===== src/rtl/mem_stage.sv =====
// rtl/mem_stage.sv - MEM pipeline stage: payload latch, SRAM read buffer, load alignment
// Holds first-cycle SRAM data across WB stalls and emits per-byte rf strobes for lwl/lwr.
module mem_stage #(
   parameter int ES_TO_MS_BUS_WD = 71,
   parameter int ES_EX_BUS_WD    = 12,
   parameter int MS_TO_WS_BUS_WD = 74
) (
   input  logic                       clk,
   input  logic                       reset,
   input  logic                       ws_allowin,
   output logic                       ms_allowin,
   input  logic                       es_to_ms_valid,
   input  logic [ES_TO_MS_BUS_WD-1:0] es_to_ms_bus,
   input  logic [6:0]                 es_load_mem_bus,
   input  logic [ES_EX_BUS_WD-1:0]    es_ex_bus,
   input  logic [31:0]                data_sram_rdata,
   input  logic                       flush,
   output logic                       ms_to_ws_valid,
   output logic [MS_TO_WS_BUS_WD-1:0] ms_to_ws_bus,
   output logic [ES_EX_BUS_WD-1:0]    ms_ex_bus,
   output logic                       ms_ex,
   output logic                       ms_write_reg,
   output logic [4:0]                 ms_reg_dest,
   output logic [31:0]                ms_to_ds_bus
);

   logic                       ms_valid;
   logic [ES_TO_MS_BUS_WD-1:0] ms_payload;
   logic [6:0]                 ms_load;
   logic [ES_EX_BUS_WD-1:0]    ms_ex_r;
   logic                       rbuf_valid;
   logic [31:0]                rbuf;

   logic        res_from_mem;
   logic        gr_we;
   logic [4:0]  dest;
   logic [31:0] alu_result;
   logic [31:0] pc;
   logic [1:0]  ld_width;
   logic        ld_sign;
   logic [1:0]  ld_lr;
   logic [1:0]  ld_addr;

   assign res_from_mem = ms_payload[70];
   assign gr_we        = ms_payload[69];
   assign dest         = ms_payload[68:64];
   assign alu_result   = ms_payload[63:32];
   assign pc           = ms_payload[31:0];
   assign ld_width     = ms_load[6:5];
   assign ld_sign      = ms_load[4];
   assign ld_lr        = ms_load[3:2];
   assign ld_addr      = ms_load[1:0];

   assign ms_allowin     = !ms_valid || ws_allowin;
   assign ms_to_ws_valid = ms_valid;

   always_ff @(posedge clk or posedge reset) begin
      if (reset) begin
         ms_valid <= 1'b0;
      end else if (flush) begin
         ms_valid <= 1'b0;
      end else if (ms_allowin) begin
         ms_valid <= es_to_ms_valid;
      end
   end

   // Payload follows the handshake only; a flushed entry is simply never marked valid.
   always_ff @(posedge clk or posedge reset) begin
      if (reset) begin
         ms_payload <= '0;
         ms_load    <= '0;
         ms_ex_r    <= '0;
      end else if (es_to_ms_valid && ms_allowin) begin
         ms_payload <= es_to_ms_bus;
         ms_load    <= es_load_mem_bus;
         ms_ex_r    <= es_ex_bus;
      end
   end

   // SRAM data is only valid in the first MEM cycle, so capture it when WB stalls us.
   always_ff @(posedge clk or posedge reset) begin
      if (reset) begin
         rbuf_valid <= 1'b0;
         rbuf       <= '0;
      end else if (flush || ms_allowin) begin
         rbuf_valid <= 1'b0;
      end else if (ms_valid && !ws_allowin && !rbuf_valid && res_from_mem) begin
         rbuf_valid <= 1'b1;
         rbuf       <= data_sram_rdata;
      end
   end

   logic [31:0] raw;
   logic [31:0] shifted;
   logic [15:0] half;
   logic [31:0] load_result;
   logic [3:0]  load_strb;
   logic [31:0] final_result;
   logic [3:0]  rf_wstrb;

   always_comb begin
      raw         = rbuf_valid ? rbuf : data_sram_rdata;
      shifted     = raw >> {ld_addr, 3'b000};
      half        = ld_addr[1] ? raw[31:16] : raw[15:0];
      load_result = raw;
      load_strb   = 4'b1111;
      case (ld_width)
         2'b11: load_result = raw;
         2'b10: load_result = {{16{ld_sign & half[15]}}, half};
         2'b01: load_result = {{24{ld_sign & shifted[7]}}, shifted[7:0]};
         default: begin
            if (ld_lr[1]) begin
               load_result = raw << {~ld_addr, 3'b000};
               load_strb   = 4'b1111 << ~ld_addr;
            end else begin
               load_result = shifted;
               load_strb   = 4'b1111 >> ld_addr;
            end
         end
      endcase
      final_result = res_from_mem ? load_result : alu_result;
      if (!gr_we) begin
         rf_wstrb = 4'b0000;
      end else if (res_from_mem) begin
         rf_wstrb = load_strb;
      end else begin
         rf_wstrb = 4'b1111;
      end
   end

   assign ms_to_ws_bus = {rf_wstrb, gr_we, dest, final_result, pc};
   assign ms_ex_bus    = ms_ex_r;
   // sys | eret | break | ov
   assign ms_ex        = ms_valid && (ms_ex_r[10] || ms_ex_r[7] || ms_ex_r[6] || ms_ex_r[5]);
   assign ms_write_reg = ms_valid && gr_we;
   assign ms_reg_dest  = dest;
   assign ms_to_ds_bus = final_result;

endmodule


===== config.mk =====
export PLATFORM = sky130hd
export DESIGN_NAME = mem_stage
export DESIGN_NICKNAME = d
export VERILOG_FILES = /design/src/rtl/mem_stage.sv
export SDC_FILE = /design/constraint.sdc
export NUM_CORES = 1
export LEC_CHECK = 0
export BUFFER_PORTS_ARGS = -buffer_cell sky130_fd_sc_hd__buf_2
export CORE_MARGIN = 4
export CORE_UTILIZATION = 39
export DETAILED_ROUTE_END_ITERATION = 10
export REMOVE_ABC_BUFFERS = 1
export SETUP_SLACK_MARGIN = 0.2
export SLEW_MARGIN = 20
export SYNTH_ARGS = -nofsm -noshare
export SYNTH_HDL_FRONTEND = slang
export SYNTH_SLANG_ARGS = --single-unit

===== constraint.sdc =====
create_clock -name clk -period 9.4 [get_ports clk]
set_input_delay 0.94 -clock clk [delete_from_list [all_inputs] [get_ports clk]]
set_output_delay 0.94 -clock clk [all_outputs]
set_load 0.02 [all_outputs]

==> Word level (Yosys, flattened, before mapping) <==
Index checks and enable logic that the tools add are counted.
{ "totals": {"ff_bits": 124, "output_inout_bits": 127, "inputBits": 127, "word_cells": 48} }
{ "classes": {"muxes": 13, "bitwise": 4, "shift": 4, "eq_ne": 3, "n_reduce_logical": 18} }
{ "ops": {"columns": ["operator", "count"], "rows": [
  ["$mux W32", 3],
  ["$pmux W32 S3", 1],
  ["$shl A32 B5 Y32", 1],
  ["$shr A32 B5 Y32", 1],
  ["$mux W16", 1],
  ["$mux W4", 4],
  ["$logic_and A1 B1 Y1", 6],
  ["$logic_or A1 B1 Y1", 5],
  ["$eq A2 B2 Y1 const B", 2],
  ["$mux W1", 4],
  ["$reduce_bool A2 Y1", 2],
  ["$shl A4 B2 Y4 const A", 1],
  ["$shr A4 B2 Y4 const A", 1],
  ["$logic_not A1 Y1", 3],
  ["$reduce_or A3 Y1", 1],
  ["$and A1 B1 Y1", 2],
  ["$eq A2 B1 Y1 const B", 1],
  ["$not A2 Y2", 1],
  ["$reduce_and A2 Y1", 1],
  ["$not A1 Y1", 1]
]} }

==> Logic depth before layout (Yosys ltp) <==
Gate-level depths: netlist of the first run.
{ "logic_depth": {"depth_word": 6, "depth_mapped": 10, "mapped_depth_nobuf": 5} }

==> Worst setup path before layout of the first run <==
Ideal clock, no wire load.
{ "synth_path": {"path_type": "in2out", "from": "in data_sram_rdata[31]", "to": "out ms_to_ws_bus[56]", "path_slack_ns": 5.769, "arrival_time_ns": 2.691, "cell_stages": 6, "path_cell_list": "mux4_1 > mux2i_4 > o32ai_2 > nor2_4 > a211oi_1 > buf_4"} }
{ "synth_via": {"elab_chain_cells": 5, "elab_cells_between_ends": 7, "classes_between": "1 x shift; 4 x mux; 2 x bitwise"} }
{ "synth_lines": {"columns": ["element", "line_no", "source"], "rows": [
  ["from (decl)", "16", "input logic [31:0] data_sram_rdata,"],
  ["$mux W32 *", "102", "raw = rbuf_valid ? rbuf : data_sram_rdata;"],
  ["$shr A32 B5 Y32 or $mux W16 (tied branches)", "103, 104", null],
  ["$and A1 B1 Y1, on equally long branches", "110, 109", null],
  ["$pmux W32 S3 *", "107", "case (ld_width)"],
  ["$mux W32 *", "121", "final_result = res_from_mem ? load_result : alu_result;"],
  ["to (decl)", "19", "output logic [MS_TO_WS_BUS_WD-1:0] ms_to_ws_bus,"]
]} }
Mark *: on every way between the ends. The rest lies on a longest branch, timed or not.

==> Worst setup path in the final report of the first run <==
{ "layout_path": {"from": "reg rbuf_valid", "to": "out ms_to_ws_bus[47]"} }
{ "layout_via": {"elab_chain_cells": 5, "elab_cells_between_ends": 8, "classes_between": "2 x shift; 5 x mux; 1 x bitwise"} }
{ "layout_lines": {"columns": ["element", "line_no", "source"], "rows": [
  ["from (decl)", "31", "logic rbuf_valid;"],
  ["from (signal assigned)", "83", "rbuf_valid <= 1'b0;"],
  ["from (signal assigned)", "86", "rbuf_valid <= 1'b0;"],
  ["from (signal assigned)", "88", "rbuf_valid <= 1'b1;"],
  ["$mux W32 *", "102", null],
  ["$shr A32 B5 Y32 or $shl A32 B5 Y32 (tied branches)", "103, 113", null],
  ["$mux W32 or $and A1 B1 Y1 (tied branches)", "112, 110", null],
  ["$pmux W32 S3 *", "107", null],
  ["$mux W32 *", "121", null]
]} }
Marked as above.

==> results of run 1 <==
-- power by group through the flow --
| stage | Sequential (mW) | Combinational (mW) | Clock [mW] |
|---|---|---|---|
| after floorplan | 0.730 | 0.376 | 0 |
| after global placement | 0.685 | 0.639 | 0 |
| after detailed placement | 0.690 | 0.645 | 0 |
| after CTS | 0.681 | 0.648 | 0.713 |
| after global routing | 0.694 | 0.695 | 0.737 |
| final | 0.682 | 0.643 | 0.695 |
-- cells in the mapped netlist (all sizes together) --
master | count | share of area (%)
nand3 | 3 | 0.19
a221oi | 7 | 0.87
mux4 | 9 | 2.7
nor3b | 2 | 0.19
o221ai | 6 | 0.68
and3b | 1 | 0.11
a21oi | 57 | 3.7
buf | 99 | 9.1
dfrtp | 123 | 40
a41o | 4 | 0.51
or4 | 1 | 0.097
and2 | 4 | 0.32
nor2b | 5 | 0.40
mux2 | 151 | 22
o32ai | 2 | 0.32
a21boi | 2 | 0.19
clkbuf | 27 | 1.3
o21ai | 40 | 2.7
nand2b | 6 | 0.48
or3 | 1 | 0.081
inv | 11 | 0.53
nor3 | 3 | 0.19
a221o | 3 | 0.39
o41a | 1 | 0.14
nand2 | 39 | 1.9
o211ai | 4 | 0.39
a211oi | 11 | 1.1
o2bb2ai | 14 | 1.6
a22oi | 7 | 0.68
a31oi | 1 | 0.081
nor2 | 36 | 1.8
or2 | 2 | 0.16
o22ai | 16 | 1.3
mux2i | 24 | 3.9
and3 | 1 | 0.081
nand3b | 1 | 0.097
-- layer usage --
| layer | track usage, % | part of all wire, % |
|---|---|---|
| met1 | 27.0 | 43 |
| met4 | 5.86 | 1.5 |
| met3 | 5.65 | 7.4 |
| met5 | 0 | 0.071 |
| met2 | 32.4 | 48 |
-- sequential cells by signal, indices dropped and copies added, names as in the netlist --
register        cells
ms_payload         71
rbuf               32
rbuf_valid          1
ms_load             6
ms_ex_bus          12
ms_to_ws_valid      1
-- logic make-up after synthesis --
family / synth area share (%)
buffers and inverters: 11.0
AOI/OAI and AO/OA: 14.6
and+or+nand+nor: 6.13
DFF: 39.6
muxes: 28.8
-- area by class of cell --
cell class / count / area [um2] / area share [%]
tap: 265 / 332 / 3.58
sequential: 123 / 3080 / 33.3
inverter: 11 / 43.8 / 0.473
clock inverter: 14 / 175 / 1.89
antenna: 1 / 2.50 / 0.0270
clock buffer: 18 / 439 / 4.74
multi-input combinational: 464 / 3850 / 41.6
timing repair buffer: 262 / 1340 / 14.4
-- cell usage in the layout (no fill, tap or decap), types with 5 or more instances in the layout --
cell type,synthesis,final
a211oi_1,11,11
a21oi_1,56,56
a221oi_1,6,6
a22oi_1,7,7
buf_2,5,252
buf_4,76,10
clkbuf_16,0,17
dfrtp_1,123,122
inv_1,7,6
inv_6,0,5
mux2_2,143,143
mux2_4,6,6
mux2i_1,19,19
mux2i_4,5,5
mux4_2,7,7
nand2_1,39,38
nand2b_1,6,6
nor2_1,35,35
nor2b_1,5,5
o21ai_0,38,38
o221ai_1,6,6
o22ai_1,16,16
o2bb2ai_1,14,14
-- worst max-delay path, stage by stage (launching register included) --
cell and delay, ps:
dfrtp_2 760, buf_4 510, mux4_1 430, mux2i_4 130, o21ai_2 330, nand2_1 310, o32ai_1 580, buf_2 260
-- stage by stage --
stage	cells	cell area, um2
after floorplan	598	6960
after global placement	1125	8640
after detailed placement	1125	8640
after CTS	1157	9260
after global routing	1157	9260
final	1158	9260
-- worst paths after layout --
path                                             from                         end  slack, ps  depth (start not counted)
max                            rbuf_valid$_DFFE_PP0P_            ms_to_ws_bus[47]       4700                          7
min                         ms_payload[7]$_DFFE_PP0P_   ms_payload[7]$_DFFE_PP0P_        500                          1
max reg2reg                ms_to_ws_valid$_DFFE_PP0N_  ms_payload[35]$_DFFE_PP0P_       7090                          4
min reg2reg                 ms_payload[7]$_DFFE_PP0P_   ms_payload[7]$_DFFE_PP0P_        500                          1
max in group asynchronous                       reset        rbuf[21]$_DFFE_PP0P_       7420                          3
min in group asynchronous                       reset  ms_payload[25]$_DFFE_PP0P_        610                          2
==> reports/metrics.csv, run 1 <==
stage,metric,value,unit
outcome,status,"complete, no violations",
global_route,overflow,0,
sta,grt_setup_unrepaired,no,
cells_and_area,final_util,47.4,%
placement,pre_cts_slack,5090,ps
cells_and_area,nFillCells,1898,
sta,post-route-period-util,50.0,%
pwr,internal-power,1.29,mW
setup_path,critPathMaxFanout,26,
placement,portBuffers,252,
clock_tree,post_cts_buffers,0,
die,initial_core_util,39.8,%
die,die_h,149,um
pwr,comb_power_share,31.9,%
cells_and_area,fin_nets,1006,
global_route,grt_pass1_vias,6091,
setup_path,startpoint_type,flop,
sta,fmax,0.213,GHz
routing,via_per_inst,5.33,
sta,min_period,4700,ps
setup_path,crit_required,8460,ps
die,io_pins,254,
global_route,grtUsageTotal,20.3,%
pwr,powerDensity,218,mW/mm2
routing,vias,6171,
setup_path,criticalPathCategory,flop to output port,
clock_tree,cts.sinks,123,
die,dieArea,0.0223,mm2
routing,ant_nets,0,
clock_tree,cts_tree,built,
sta,finalHoldViolations,0,
sta,setup_viol,0,
sta,fin_tns_setup,0,ps
clock_tree,cts_buffers,17,
sta,slew_viol_final,0,
placement,place_hpwl,16100,um
pwr,p_leak,4.18,nW
setup_path,critPathCaptureType,output port,
sta,tightest_slew,1080,ps
clock_tree,cts_buffer_depth,2,
pwr,ir_drop,0.126,mV
sta,worst_slack,4700,ps
clock_tree,insertion_delay,430,ps
die,die_w,149,um
global_route,antenna_found_initial,2,
routing,routed_wirelength,22500,um
pwr,p_clk_share,34.4,%
cells_and_area,layout-drive-gt1-share,52.7,%
global_route,grt_pass1_wl,34800,um
clock_tree,postCtsHoldBufs,0,
pwr,swShare,36.4,%
synthesis,ys_ff_latch,123,
routing,wl_per_cell,19.5,um
synthesis,synth_cell_types,50,
pwr,p_sw,735,uW
synthesis,netlist_area,0.00778,mm2
routing,drtPass1Iterations,5,
synthesis,syn_area_per_cell,10.7,um2
die,num_rows,51,
clock_tree,cts_resized,0,
pwr,power,2.02,mW
routing,drtIter0Drc,386,
clock_tree,root_buffer,clkbuf_16,
global_route,grt_max_degree,70,
worst_hold_path,hold_class,flop to flop,
setup_path,crit_arrival,3760,ps
routing,drc,0,
sta,final.setup_skew,9.19,ps
die,core_area,0.0195,mm2
sta,holdWs,500,ps
synthesis,ys_warn_count,0,
clock_tree,cts.clk_slew.worst_paths,70,ps
pwr,p_seq_share,33.8,%
job,drv_cap,0,
synthesis,synthCells,724,
clock_tree,h-tree-depth,4,
placement,place_congestion,0.848,
sta,relSlewSlack,27.8,%
cells_and_area,area_growth,19.1,%
synthesis,ys_seq_area_share,39.6,%
Note: power is estimated with default switching activity, not from simulation.
==> inputs of run 2 (changes only) <==
==> constraint.sdc (replaced) <==
create_clock -name clk -period 4.9 [get_ports clk]
set_input_delay 0.49 -clock clk [delete_from_list [all_inputs] [get_ports clk]]
set_output_delay 0.49 -clock clk [all_outputs]
set_load 0.02 [all_outputs]
==> reports/metrics.csv, run 2 (synthesis gave the netlist of run 1 again) <==
stage,metric,value,unit
die,dieArea,0.0223,mm2
sta,relSlewSlack,25.5,%
global_route,antenna_found_initial,4,
die,initial_core_util,39.8,%
sta,grt_setup_unrepaired,no,
die,num_rows,51,
clock_tree,cts.sinks,123,
cells_and_area,area_growth,19.0,%
global_route,grt_pass1_vias,6264,
sta,post-route-period-util,78.9,%
global_route,grtUsageTotal,20.2,%
placement,portBuffers,252,
setup_path,critPathMaxFanout,22,
setup_path,criticalPathCategory,flop to output port,
cells_and_area,layout-drive-gt1-share,52.9,%
outcome,status,"complete, no violations",
clock_tree,root_buffer,clkbuf_16,
sta,slew_viol_final,0,
routing,ant_nets,0,
cells_and_area,postLayoutCellArea,0.00925,mm2
worst_hold_path,hold_class,input port to async pin,
cells_and_area,final_cell_mix,"252 x buf_2, 143 x mux2_2, 122 x dfrtp_1, 56 x a21oi_1",
routing,drtIter0Drc,423,
routing,wl_per_cell,19.4,um
setup_path,crit_start,ms_load[1]$_DFFE_PP0P_,
sta,fmax,0.259,GHz
clock_tree,post_cts_buffers,0,
global_route,grt_pass1_wl,35000,um
global_route,grt_max_degree,71,
die,die_w,149,um
setup_path,r2r-start,ms_payload[70]$_DFFE_PP0P_,
placement,postPlaceCellArea,0.00866,mm2
cells_and_area,nFillCells,1871,
sta,final.setup_skew,10.2,ps
clock_tree,cts_buffer_depth,2,
cells_and_area,final_common_cell,buf_2,
setup_path,crit_required,4410,ps
clock_tree,cts_resized,0,
setup_path,cp_slowest_cell,dfrtp_1,
clock_tree,cts_buffers,17,
job,drv_cap,0,
setup_path,path_cells,"mux4_1, mux2i_4, o21ai_2, nand2_1, o32ai_1, buf_2",
cells_and_area,multi_input_area,0.00385,mm2
sta,finalHoldViolations,0,
routing,drc,0,
setup_path,regToRegSetupSlack,1930,ps
placement,place_hpwl,16500,um
sta,min_period,3870,ps
setup_path,crit_arrival,3380,ps
setup_path,rr_worst_depth,4,
setup_path,startpoint_type,flop,
clock_tree,cts_tree,built,
routing,via_per_inst,5.36,
clock_tree,insertion_delay,420,ps
pwr,p_leak,4.17,nW
cells_and_area,seqCellArea,0.00308,mm2
pwr,powerDensity,411,mW/mm2
routing,vias,6212,
pwr,ir_drop,0.247,mV
setup_path,worstReg2RegEnd,rbuf[12]$_DFFE_PP0P_,
placement,place_congestion,0.864,
global_route,overflow,0,
setup_path,cpPeakStageDelay,940,ps
cells_and_area,fin_nets,1008,
cells_and_area,largest_register_ffs,71,
die,die_h,149,um
sta,fin_tns_setup,0,ps
clock_tree,cts.clk_slew.worst_paths,70,ps
cells_and_area,largest_register,ms_payload,
routing,routed_wirelength,22500,um
clock_tree,h-tree-depth,4,
clock_tree,postCtsHoldBufs,0,
sta,setup_viol,0,
die,io_pins,254,
sta,tightest_slew,1110,ps
die,core_area,0.0195,mm2
routing,drtPass1Iterations,7,
setup_path,critPathCaptureType,output port,
==> run 2: cell count changes in the layout (fill, tap and decap cells not counted) <==
cell        delta
inv_6          +1
nand2b_1       -1
nand2b_2       +1
bufinv_16      -1
buf_4          +2
clkinv_4       +1
clkinvlp_4     +1
inv_8          -2
==> run 2: area by class of cell <==
| class | instances | share of cell area [%] |
|---|---|---|
| antenna | 1 | 0.0271 |
| clock buffer | 18 | 4.75 |
| clock inverter | 14 | 1.60 |
| inverter | 11 | 0.473 |
| multi-input combinational | 464 | 41.7 |
| sequential | 123 | 33.3 |
| tap | 265 | 3.58 |
| timing repair buffer | 264 | 14.6 |
==> run 2: worst max-delay path, delay by kind of cell, from the launching register on <==
family,cells,cell delay (ps)
flip-flops,1,940
AO/OA/AOI/OAI,2,930
multiplexers,2,520
AND/OR/NAND/NOR,1,310
buffers and inverters,1,260
==> run 2: through the flow <==
step                      setup slack, ps  cells  hold slack, ps  utilization, %  total power, mW
after CTS                             925   1159             186            47.3             3.84
after global routing                  781   1160             208            47.4             4.01
final                                1030   1160             169            47.4             3.80
after floorplan                       599    598             465               -             2.12
after global placement               1390   1127             474            44.3             2.54
after detailed placement             1370   1127             486            44.3             2.56
==> run 2: routing by layer <==
layer,vias up,GRT usage [%],part of all wire (%)
met4,6,5.40,1.6
li1,2887,-,-
met3,32,6.38,8.6
met2,304,32.5,47
met1,2983,26.5,42
met5,-,0,0.13
==> run 2: worst max path at each step <==
stage	endpoint	cells past startpoint	slack (ps)
floorplan	ms_to_ds_bus[15]	5	600
global placement	ms_to_ds_bus[15]	6	1390
detailed placement	ms_to_ds_bus[15]	6	1370
CTS	ms_to_ds_bus[15]	6	930
global route	ms_to_ws_bus[47]	6	780
finish	ms_to_ds_bus[15]	6	1030
==> run 2: where the power goes <==
part           leakage [nW]  total [mW]  switching, mW  internal (mW)
Sequential             1.46        1.33          0.134           1.19
Combinational          2.43        1.22          0.727          0.491
Clock                 0.287        1.26          0.528          0.731
Total                  4.17        3.80           1.39           2.41
==> inputs of run 3 (changes only) <==
--- a/config.mk
+++ b/config.mk
@@ -9,6 +9,7 @@
 export CORE_MARGIN = 4
 export CORE_UTILIZATION = 39
 export DETAILED_ROUTE_END_ITERATION = 10
+export PLACE_DENSITY = 0.67
 export REMOVE_ABC_BUFFERS = 1
 export SETUP_SLACK_MARGIN = 0.2
 export SLEW_MARGIN = 20
==> constraint.sdc (replaced) <==
create_clock -name clk -period 3.45 [get_ports clk]
set_input_delay 0.345 -clock clk [delete_from_list [all_inputs] [get_ports clk]]
set_output_delay 0.345 -clock clk [all_outputs]
set_load 0.02 [all_outputs]
==> reports/metrics.csv, run 3 (synthesis gave the netlist of run 1 again) <==
stage,metric,value,unit
outcome,status,"complete, no violations",
setup_path,crit_arrival,2790,ps
setup_path,criticalPathCategory,flop to output port,
die,dieArea,0.0223,mm2
sta,relSlewSlack,39.4,%
pwr,power,5.58,mW
routing,drtIter0Drc,435,
setup_path,r2r-start,ms_payload[70]$_DFFE_PP0P_,
clock_tree,postCtsHoldBufs,0,
cells_and_area,layout-drive-gt1-share,53.8,%
routing,vias,6258,
clock_tree,cts.sinks,123,
routing,met1_length,9030,um
cells_and_area,postLayoutCellArea,0.00943,mm2
global_route,grt_pass1_wl,34600,um
pwr,powerDensity,592,mW/mm2
die,core_area,0.0195,mm2
cells_and_area,final_cell_mix,"252 x buf_2, 143 x mux2_2, 120 x dfrtp_1, 56 x a21oi_1",
sta,grt_setup_unrepaired,yes,
global_route,grt_max_degree,69,
placement,postPlaceCellArea,0.00877,mm2
setup_path,worstReg2RegEnd,rbuf[12]$_DFFE_PP0P_,
pwr,p_leak,4.25,nW
setup_path,startpoint_type,flop,
setup_path,crit_path_end,ms_to_ws_bus[40],
cells_and_area,seqCellArea,0.00308,mm2
global_route,grt_pass1_vias,6242,
cells_and_area,nFillCells,1897,
global_route,antenna_found_initial,5,
cells_and_area,multi_input_area,0.00387,mm2
setup_path,crit_start,rbuf_valid$_DFFE_PP0P_,
sta,finalHoldViolations,0,
sta,setup_viol,0,
routing,drtPass1Iterations,5,
sta,final.setup_skew,20.1,ps
routing,top_layer_used,met5,
routing,routed_wirelength,22600,um
global_route,overflow,0,
setup_path,critPathCaptureType,output port,
die,initial_core_util,39.8,%
sta,tightest_slew,908,ps
clock_tree,cts.clk_slew.worst_paths,60,ps
setup_path,crit_required,3110,ps
cells_and_area,final_common_cell,buf_2,
job,drv_cap,0,
sta,min_period,3130,ps
clock_tree,h-tree-depth,4,
clock_tree,cts_buffers,17,
routing,wl_met2,11200,um
cells_and_area,largest_register_ffs,71,
die,die_h,149,um
global_route,grtUsageTotal,20.1,%
sta,slew_viol_final,0,
setup_path,rr_worst_depth,5,
routing,via_per_inst,5.34,
placement,place_hpwl,16600,um
die,num_rows,51,
pwr,ir_drop,0.396,mV
routing,drc,0,
routing,ant_nets,0,
routing,wl_per_cell,19.3,um
routing,met3WireLength,2050,um
clock_tree,root_buffer,clkbuf_16,
setup_path,regToRegSetupSlack,1160,ps
cells_and_area,largest_register,ms_payload,
setup_path,critPathMaxFanout,8,
clock_tree,cts_tree,built,
cells_and_area,fin_nets,1021,
sta,post-route-period-util,90.7,%
placement,place_congestion,0.857,
clock_tree,insertion_delay,430,ps
sta,fmax,0.319,GHz
placement,portBuffers,252,
die,io_pins,254,
clock_tree,cts_buffer_depth,2,
die,die_w,149,um
clock_tree,post_cts_buffers,0,
cells_and_area,area_growth,21.3,%
worst_hold_path,hold_class,input port to async pin,
[run 3: cell types whose count changed in the layout (fill, tap and decap cells not counted), sizes merged]
| cell | delta |
|---|---|
| clkinvlp | +4 |
| bufinv | +3 |
| diode | +1 |
| inv | -6 |
| clkinv | -2 |
| buf | +13 |
[run 3: metal layers]
| metal | track usage [%] | vias to the layer above |
|---|---|---|
| met4 | 5.68 | 4 |
| met1 | 24.6 | 3023 |
| met3 | 6.90 | 29 |
| li1 | - | 2919 |
| met2 | 33.9 | 283 |
| met5 | 0 | - |
[run 3: layout make-up]
cell class / instances / area share (%)
Antenna cell: 2 / 0.0531
Clock buffer: 18 / 4.66
Clock inverter: 13 / 2.04
Inverter: 11 / 0.464
Multi-Input combinational cell: 464 / 41.1
Sequential cell: 123 / 32.7
Tap cell: 265 / 3.52
Timing Repair Buffer: 277 / 15.5
[run 3: how the worst min path moves through the flow]
stage	from	to	cells after the start
after floorplan	flush	ms_to_ws_valid$_DFFE_PP0N_	1
after global placement	rbuf[12]$_DFFE_PP0P_	rbuf[12]$_DFFE_PP0P_	1
after detailed placement	rbuf[12]$_DFFE_PP0P_	rbuf[12]$_DFFE_PP0P_	1
after CTS	flush	ms_to_ws_valid$_DFFE_PP0N_	2
after global routing	flush	ms_to_ws_valid$_DFFE_PP0N_	2
final	reset	ms_ex_bus[1]$_DFFE_PP0P_	2
[run 3: per-stage QoR]
step	util (%)	setup WS [ps]	setup TNS, ps	std cells	hold slack [ps]
after global routing	48.3	198	0	1173	124
after floorplan	-	-706	-38640	598	408
after detailed placement	44.9	655	0	1140	486
final	48.3	320	0	1173	113
after global placement	44.9	658	0	1140	473
after CTS	48.2	218	0	1171	101
[run 3: worst max-delay path: stages (launching register included)]
cell,delay [ps]
dfrtp_2,410
mux4_1,660
mux2i_4,270
o21ai_2,150
nand2_1,430
o2bb2ai_1,230
buf_2,210
[run 3: report_power, final]
group / switching [mW] / total [mW] / internal [mW]
Combinational: 1.06 / 1.78 / 0.719
Sequential: 0.176 / 1.87 / 1.69
Clock: 0.699 / 1.93 / 1.23
Total: 1.94 / 5.58 / 3.64
[run 3: timing repair]
item                                    in CTS  in global routing
gates resized for setup                      1                  5
hold endpoints to repair                     0                  0
endpoints found under the setup margin       2                 24
